$ cat config.mk
export PLATFORM = sky130hd
export DESIGN_NAME = sha2_wsched_eddsa
export DESIGN_NICKNAME = d
export VERILOG_FILES = /design/src/rtl/sha2_eddsa_pkg.sv /design/src/rtl/sha2_sigma_eddsa.sv /design/src/rtl/sha2_wsched_eddsa.sv
export SDC_FILE = /design/constraint.sdc
export NUM_CORES = 2
export LEC_CHECK = 0
export CAP_MARGIN = 20
export CORE_ASPECT_RATIO = 0.5
export CORE_UTILIZATION = 36
export DETAILED_ROUTE_END_ITERATION = 8
export PLACE_DENSITY = 0.52
export SYNTH_ARGS = -nofsm -noshare
export SYNTH_HDL_FRONTEND = slang
export SYNTH_SLANG_ARGS = --single-unit
$ cat constraint.sdc
create_clock -name clk -period 5.4 [get_ports clk]
set_input_delay 0.54 -clock clk [delete_from_list [all_inputs] [get_ports clk]]
set_output_delay 0.54 -clock clk [all_outputs]
set_load 0.02 [all_outputs]
$ cat src/rtl/sha2_eddsa_pkg.sv
// Shared constants for the EdDSA SHA-2 message schedule: state encoding,
// round counts and the sigma rotate/shift amounts for both word widths.
package sha2_eddsa_pkg;

    localparam int ROUNDS_SHA256 = 64;
    localparam int ROUNDS_SHA512 = 80;

    typedef enum logic [1:0] {
        ST_IDLE = 2'd0,
        ST_LOAD = 2'd1,
        ST_RUN  = 2'd2,
        ST_DONE = 2'd3
    } state_t;

    typedef struct packed {
        int unsigned s0_rot_a;
        int unsigned s0_rot_b;
        int unsigned s0_shr;
        int unsigned s1_rot_a;
        int unsigned s1_rot_b;
        int unsigned s1_shr;
    } sigma_cfg_t;

    localparam sigma_cfg_t SIGMA_CFG_256 = '{7, 18, 3, 17, 19, 10};
    localparam sigma_cfg_t SIGMA_CFG_512 = '{1, 8, 7, 19, 61, 6};

    function automatic sigma_cfg_t sigma_cfg(input int width);
        return (width == 32) ? SIGMA_CFG_256 : SIGMA_CFG_512;
    endfunction

endpackage

$ cat src/rtl/sha2_sigma_eddsa.sv
// Combinational small-sigma functions of the SHA-2 message schedule,
// selected by word width (32 -> SHA-256, 64 -> SHA-512).
module sha2_sigma_eddsa
    import sha2_eddsa_pkg::*;
#(
    parameter int WIDTH = 64
) (
    input  logic [WIDTH-1:0] i_s0_in,
    input  logic [WIDTH-1:0] i_s1_in,
    output logic [WIDTH-1:0] o_sigma0,
    output logic [WIDTH-1:0] o_sigma1
);

    localparam sigma_cfg_t CFG = sigma_cfg(WIDTH);

    function automatic logic [WIDTH-1:0] rotr(input logic [WIDTH-1:0] x, input int unsigned n);
        return (x >> n) | (x << (WIDTH - n));
    endfunction

    assign o_sigma0 = rotr(i_s0_in, CFG.s0_rot_a) ^ rotr(i_s0_in, CFG.s0_rot_b) ^ (i_s0_in >> CFG.s0_shr);
    assign o_sigma1 = rotr(i_s1_in, CFG.s1_rot_a) ^ rotr(i_s1_in, CFG.s1_rot_b) ^ (i_s1_in >> CFG.s1_shr);

endmodule

$ cat src/rtl/sha2_wsched_eddsa.sv
// SHA-2 message schedule: loads a 16-word block from RAM into a shift window,
// then streams W_t, K_t and W_t+K_t to the compression core with valid/ready.
module sha2_wsched_eddsa
    import sha2_eddsa_pkg::*;
#(
    parameter int WIDTH  = 64,
    parameter int ROUNDS = ROUNDS_SHA512
) (
    input  logic             clk,
    input  logic             rst_n,
    input  logic             start,
    output logic             busy,
    output logic             done,
    output logic             ram_en_read,
    output logic [3:0]       ram_addr_read,
    input  logic [WIDTH-1:0] ram_data_out,
    output logic [6:0]       k_addr,
    input  logic [WIDTH-1:0] k_data,
    output logic             wk_valid,
    input  logic             wk_ready,
    output logic [WIDTH-1:0] w_out,
    output logic [WIDTH-1:0] k_out,
    output logic [WIDTH-1:0] wk_sum,
    output logic [6:0]       t_index,
    output logic             last
);

    localparam logic [6:0] T_LAST = 7'(ROUNDS - 1);

    state_t           r_state;
    state_t           w_state_next;
    logic [4:0]       r_load_cnt;
    logic [6:0]       r_t;
    logic [WIDTH-1:0] r_win [16];

    logic [WIDTH-1:0] w_sigma0;
    logic [WIDTH-1:0] w_sigma1;
    logic [WIDTH-1:0] w_new_word;
    logic [WIDTH-1:0] w_shift_in;
    logic             w_handshake;
    logic             w_load_last;
    logic             w_shift_en;

    assign w_handshake = (r_state == ST_RUN) && wk_ready;
    assign w_load_last = (r_state == ST_LOAD) && (r_load_cnt == 5'd16);
    // RAM data lags the read by one cycle, so L0 issues a read but shifts nothing.
    assign w_shift_en  = ((r_state == ST_LOAD) && (r_load_cnt != 5'd0)) || w_handshake;
    assign w_shift_in  = (r_state == ST_LOAD) ? ram_data_out : w_new_word;

    sha2_sigma_eddsa #(.WIDTH(WIDTH)) u_sigma (
        .i_s0_in  (r_win[1]),
        .i_s1_in  (r_win[14]),
        .o_sigma0 (w_sigma0),
        .o_sigma1 (w_sigma1)
    );

    assign w_new_word = w_sigma1 + r_win[9] + w_sigma0 + r_win[0];

    // NOTE: sequential state uses non-blocking assignments so every register
    // samples pre-edge values regardless of statement order.
    always_ff @(posedge clk or negedge rst_n) begin
        if (!rst_n) begin
            r_state <= ST_IDLE;
        end else begin
            r_state <= w_state_next;
        end
    end

    // NOTE: next state defaults to the current state before the case, so no
    // path leaves it unassigned and no latch is inferred.
    always_comb begin
        w_state_next = r_state;
        case (r_state)
            ST_IDLE: if (start) w_state_next = ST_LOAD;
            ST_LOAD: if (w_load_last) w_state_next = ST_RUN;
            ST_RUN:  if (w_handshake && (r_t == T_LAST)) w_state_next = ST_DONE;
            ST_DONE: w_state_next = ST_IDLE;
            default: w_state_next = ST_IDLE;
        endcase
    end

    always_ff @(posedge clk or negedge rst_n) begin
        if (!rst_n) begin
            r_load_cnt <= 5'd0;
        end else if (r_state == ST_LOAD) begin
            r_load_cnt <= r_load_cnt + 5'd1;
        end else begin
            r_load_cnt <= 5'd0;
        end
    end

    // t wraps to 0 on the final handshake so k_addr idles at ROM word 0.
    always_ff @(posedge clk or negedge rst_n) begin
        if (!rst_n) begin
            r_t <= 7'd0;
        end else if ((r_state == ST_IDLE) && start) begin
            r_t <= 7'd0;
        end else if (w_handshake) begin
            r_t <= (r_t == T_LAST) ? 7'd0 : r_t + 7'd1;
        end
    end

    // NOTE: the window is a register shift chain, not a RAM, so it can and
    // does take the asynchronous reset (w_out must read 0 after reset).
    always_ff @(posedge clk or negedge rst_n) begin
        if (!rst_n) begin
            for (int i = 0; i < 16; i++) r_win[i] <= '0;
        end else if (w_shift_en) begin
            for (int i = 0; i < 15; i++) r_win[i] <= r_win[i+1];
            r_win[15] <= w_shift_in;
        end
    end

    assign busy          = (r_state != ST_IDLE);
    assign done          = (r_state == ST_DONE);
    assign ram_en_read   = (r_state == ST_LOAD) && !r_load_cnt[4];
    assign ram_addr_read = r_load_cnt[3:0];
    assign k_addr        = r_t;
    assign t_index       = r_t;
    assign wk_valid      = (r_state == ST_RUN);
    assign last          = (r_state == ST_RUN) && (r_t == T_LAST);
    assign w_out         = r_win[0];
    assign k_out         = k_data;
    assign wk_sum        = r_win[0] + k_data;

endmodule
[Word level (Yosys, flattened, before mapping)]
Cells that the tools add are included.
Word-level totals
  bits in registers: 1038
  bits of input ports: 132
  output and inout port bits: 215
  logic and storage cells: 64
Operators by class
  $add $sub $neg: 6
  equal/unequal tests: 8
  multiplexer cells: 9
  bitwise gates (word level): 8
  reduce and logical (&&, ||, !) cells: 14
Operators by type and width (count)
  $add A64 B64 Y64: 4
  $xor A64 B64 Y64: 2
  $mux W64: 1
  $or A3 B64 Y64: 1
  $or A45 B64 Y64: 1
  $or A56 B64 Y64: 1
  $or A63 B64 Y64: 1
  $xor A64 B57 Y64: 1
  $xor A64 B58 Y64: 1
  $mux W7: 3
  $pmux W2 S4: 1
  $add A7 B1 Y7 const B: 1
  $eq A7 B7 Y1 const B: 1
  $logic_and A1 B1 Y1: 7
  $mux W2: 3
  $add A5 B1 Y5 const B: 1
  $eq A5 B5 Y1 const B: 1
  $mux W5: 1
  $reduce_bool A5 Y1: 1
  $eq A2 B2 Y1 const B: 2
  $ne A2 B2 Y1 const B: 2
  $reduce_bool A2 Y1: 2
  $reduce_and A3 Y1: 1
  $eq A2 B1 Y1 const B: 1
  4 further kinds: 4

[Longest topological paths before layout]
  depth after elaboration: 7
  gate-level depth with buffers: 20
  mapped depth without buffers: 19

[Modules after synthesis]
Synthesis repeated with hierarchy kept, for this count alone.
Unflattened totals
  cells, all modules: 6051
  area total of the unflattened synthesis: 53810.4 µm²
Modules (own cells, without submodules)
  sha2_wsched_eddsa: times used 1, cells an instance 5923, area an instance 50940.1 µm²
  sha2_sigma_eddsa: times used 1, cells an instance 128, area an instance 2870.3 µm²

[Worst setup path after synthesis]
Ideal clock, no wire load.
  path type: reg2reg
  from: register r_win[71] in the netlist's numbering
  to: register r_win[61] in the netlist's numbering
  setup time: 0.080 ns
  data arrival time: 4.307 ns
  slack: 1.013 ns
  cell stages (with the launch flop): 20
  period minus slack after synthesis: 4.387 ns
  path through: dfrtp_1 -> clkbuf_1 -> xor2_1 -> xnor2_1 -> fa_1 -> fa_1 -> inv_1 -> ha_1 -> inv_1 -> fa_1 -> nor2b_1 -> o31a_1 -> o31ai_1 -> o311ai_2 -> o2111ai_1 -> a211oi_1 -> o21ai_1 -> and2_1 -> mux2_2 -> nor3_2
Between the ends
  word-level cells in the longest chain between the ends: 7
  elaborated cells on any way between the ends: 8
RTL lines
  start: declaration: RTL line sha2_wsched_eddsa.sv:34  | logic [WIDTH-1:0] r_win [16];
  $or A3 B64 Y64 or $or A45 B64 Y64 (tied branches): RTL line sha2_sigma_eddsa.sv:17  | return (x >> n) | (x << (WIDTH - n));
  $xor A64 B64 Y64: RTL line sha2_sigma_eddsa.sv:21  | assign o_sigma1 = rotr(i_s1_in, CFG.s1_rot_a) ^ rotr(i_s1_in, CFG.s1_rot_b) ^ (i_s1_in >> CFG.s1_shr);
  $xor A64 B58 Y64 (*): RTL line sha2_sigma_eddsa.sv:21
  $add A64 B64 Y64 (*) (3 in a row): RTL line sha2_wsched_eddsa.sv:57  | assign w_new_word = w_sigma1 + r_win[9] + w_sigma0 + r_win[0];
  $mux W64 (*): RTL line sha2_wsched_eddsa.sv:48  | assign w_shift_in = (r_state == ST_LOAD) ? ram_data_out : w_new_word;
Every way passes the cells marked *; elsewhere a longest branch is shown, timed or not.
A chain may end at the register's enable or synchronous reset.

[Worst setup path in the final report]
  from: register r_win (netlist bit w_out[32])
  to: output wk_sum[57]
Between the ends
  word-level cells in the longest chain between the ends: 1
RTL lines
  $add A64 B64 Y64: RTL line sha2_wsched_eddsa.sv:124  | assign wk_sum = r_win[0] + k_data;
  end: declaration: RTL line sha2_wsched_eddsa.sv:23  | output logic [WIDTH-1:0] wk_sum,
No other way between the ends.

==> flow_summary_export.csv <==
group,metric,value,unit
outcome,status,"finished, final reports clean",
die,start_util,0.364,
die,die_h,274,um
setup_path,worstPathArrival,4660,ps
timing,final_hold_viol_count,0,
yosys,postSynth.asyncResetShare,1.00,
yosys,synthTopCellsByCount,"nand2_1 (2665), dfrtp_1 (1038), clkbuf_1 (343), o21ai_0 (308), inv_1 (294)",
timing,relSlewSlack,0.308,
yosys,synth-seq-area-share,0.487,
setup_path,crit_chain,"ha_1 > nand4_1 > or2_1 > nor3_2 > o31ai_2 > buf_4 > a211oi_1 > o21bai_2 > o31ai_2 > a21boi_0 > xnor2_1 > clkdlybuf4s50_1",
cts,path_clk_slew,70,ps
cts,cts.htree.levels,3,
yosys,synth_cell_types,75,
route,vias,41305,
yosys,synth_nets,6650,
cells_and_area,drive_above_1_share,0.0543,
die,fp.dieW,546,um
setup_path,worstPathRequired,4860,ps
cts,cts_tree,"done",
cells_and_area,num-nets-final,6697,
yosys,ys.flop_type,"dfrtp_1",
yosys,netlist_top_cells_area,"dfrtp_1 (49%), nand2_1 (19%), fa_1 (4.8%), xnor2_1 (3.5%), ha_1 (3.1%)",
timing,min_period,5200,ps
timing,tns,0,ps
global_route,grt_max_degree,190,
cells_and_area,fin_area,61600,um2
yosys,synth_top_area_frac,0.487,
die,num_rows,99,
placement,place_hpwl,129000,um
setup_path,setup.worst_path.class,"reg -> out",
global_route,grt_pass1_wl,262000,um
timing,finalCritPeriodShare,0.963,
cts,clk_latency,720,ps
timing,finalSetupViolations,0,
placement,placed_cells,8169,
timing,hold_ws,442,ps
setup_path,worst_path_most_repeated_cell,"o31ai_2",
cts,cts_inserted_buffers,98,
yosys,ys.warnings.count,0,
global_route,antenna_found_initial,3,
placement,place.gp.congestion,0.945,
route,first_iter_violations,3890,
route,drt-pass1-iter-count,6,
timing,fmax,192,MHz
setup_path,cp-end-kind,"output pin",
cts,cts_root_buf,"clkbuf_16",
global_route,grt.overflow.total,0,
global_route,grt_pass1_vias,40253,
route,drt-total-wl,173000,um
cells_and_area,fin_cells,8359,
yosys,synth_edf_count,0,
die,dieArea,150000,um2
timing,tightest_slew,1030,ps
yosys,syn_area,53300,um2
die,fp.coreArea,146000,um2
global_route,grtUsageTotal,0.231,
cells_and_area,syn2layout_area_growth,15.5,%
cts,cts.sinks,1038,
yosys,yosysTopAreaCell,"dfrtp_1",
yosys,postSynthCellCount,6257,
setup_path,cpMaxStageDelayCell,"clkdlybuf4s50_1",
route,wl_per_cell,20.7,um
min_path,hold_class,"reg -> reg",
placement,placed_cell_area,58000,um2
setup_path,start_kind,"flip-flop",
placement,io_buffers,346,
timing,rsz0062_at_grt,"yes",
die,io_pins,347,
setup_path,cp_max_fo,7,
yosys,yosysMostFrequentCell,"nand2_1",
yosys,syn_area_per_cell,8.52,um2
job,max_cap_viol_count,0,
timing,finalClockSkew,49.9,ps
setup_path,cpPeakStageDelay,640,ps
yosys,synth-seq-cells,1038,
route,post-route-drc-count,0,
cts,clockBufferDepth,3,
route,drt-vias-per-instance,4.94,
route,ant_nets,0,
timing,drv_slew,0,
flip-flops by register name, indices dropped and copies added, names as in the netlist:
register	cells
w_out	64
r_state	2
k_addr	7
r_win	960
r_load_cnt	5
worst max-delay path, delay by kind of cell, from the launching register on:
| kind | cells | cell delay [ps] |
|---|---|---|
| adder cells (fa/ha/maj) | 1 | 470 |
| flip-flops | 1 | 500 |
| AND/OR/NAND/NOR | 3 | 830 |
| buffers and inverters | 2 | 820 |
| AO/OA/AOI/OAI | 5 | 1140 |
| XOR/XNOR | 1 | 210 |
worst paths after layout:
check	to	from	depth (start not counted)	slack [ps]
worst min-delay path	r_win[839]	r_win[775]	2	440
min in group asynchronous	r_win[873]	rst_n	2	530
max in group asynchronous	r_win[127]	rst_n	3	3340
worst max register to register	r_win[60]	r_win[69]	16	230
worst min register to register	r_win[839]	r_win[775]	2	440
worst max-delay path	wk_sum[57]	w_out[32]	12	200
metrics by stage:
step | utilization | worst slack [ps]
finish | 0.420 | 200
global route | 0.420 | -7.21
CTS | 0.420 | 23.7
detailed placement | 0.396 | -98.7
global placement | 0.396 | -115
floorplan | - | 1010
cells in the final DEF, fill, tap and decap left out, types with 10 or more instances in the layout:
cell type,count
xor2_1,149
ha_1,132
clkbuf_8,20
inv_1,293
nor2_1,132
fa_1,127
nor2b_1,18
clkbuf_1,18
xnor2_1,215
o21a_1,20
buf_12,24
bufinv_16,10
buf_4,115
o211ai_1,10
nand3_1,31
nand2_1,2665
a21o_1,64
a31oi_1,18
o21bai_1,23
and3_1,21
a211oi_1,10
clkbuf_16,99
mux2i_1,11
clkinv_2,16
nand4_1,40
dfrtp_1,1035
clkdlybuf4s50_1,338
a21oi_1,225
nor3_1,21
nand2b_1,10
o21ai_0,308
or3_1,22
per-layer routing:
layer  vias to the layer above  part of all wire  routed length, um  track usage
met4                         0             0.017               2970       0.0428
met1                     20740              0.49              84100        0.345
met2                       857              0.44              76400        0.355
li1                      19539                 -                  -            -
met3                       169             0.056               9680       0.0361
met5                         -                 0                  0            0
kinds of logic after synthesis:
| group | count (synthesis) | synth area share |
|---|---|---|
| muxes | 14 | 0.00270 |
| xor gates and xnor gates | 364 | 0.0598 |
| and+or+nand+nor | 2995 | 0.220 |
| DFF | 1038 | 0.487 |
| adders and majority gates | 261 | 0.0792 |
| AOI/OAI and AO/OA | 752 | 0.0826 |
| buffers and inverters | 833 | 0.0687 |
area by class of cell:
| class | count | area, um2 |
|---|---|---|
| fillers | 14709 | 84900 |
| flip-flops and latches | 1038 | 26000 |
| multi-input cells | 4386 | 23700 |
| repair buffers | 486 | 4840 |
| clock buffers | 137 | 2820 |
| well taps | 1969 | 2460 |
| inverters | 294 | 1100 |
| clock inverters | 46 | 614 |
| diodes | 3 | 7.51 |
timing repair:
item                                    CTS  global route
gates resized for setup                   6            17
hold buffers                              1             0
pin swaps                                 0             4
setup buffers                             1             2
hold endpoints to repair                 48             0
endpoints found under the setup margin   19            23
Power is left out: the tool's default activity adds up to more than one toggle a clock period on the data nets, which glitch-free logic cannot reach.
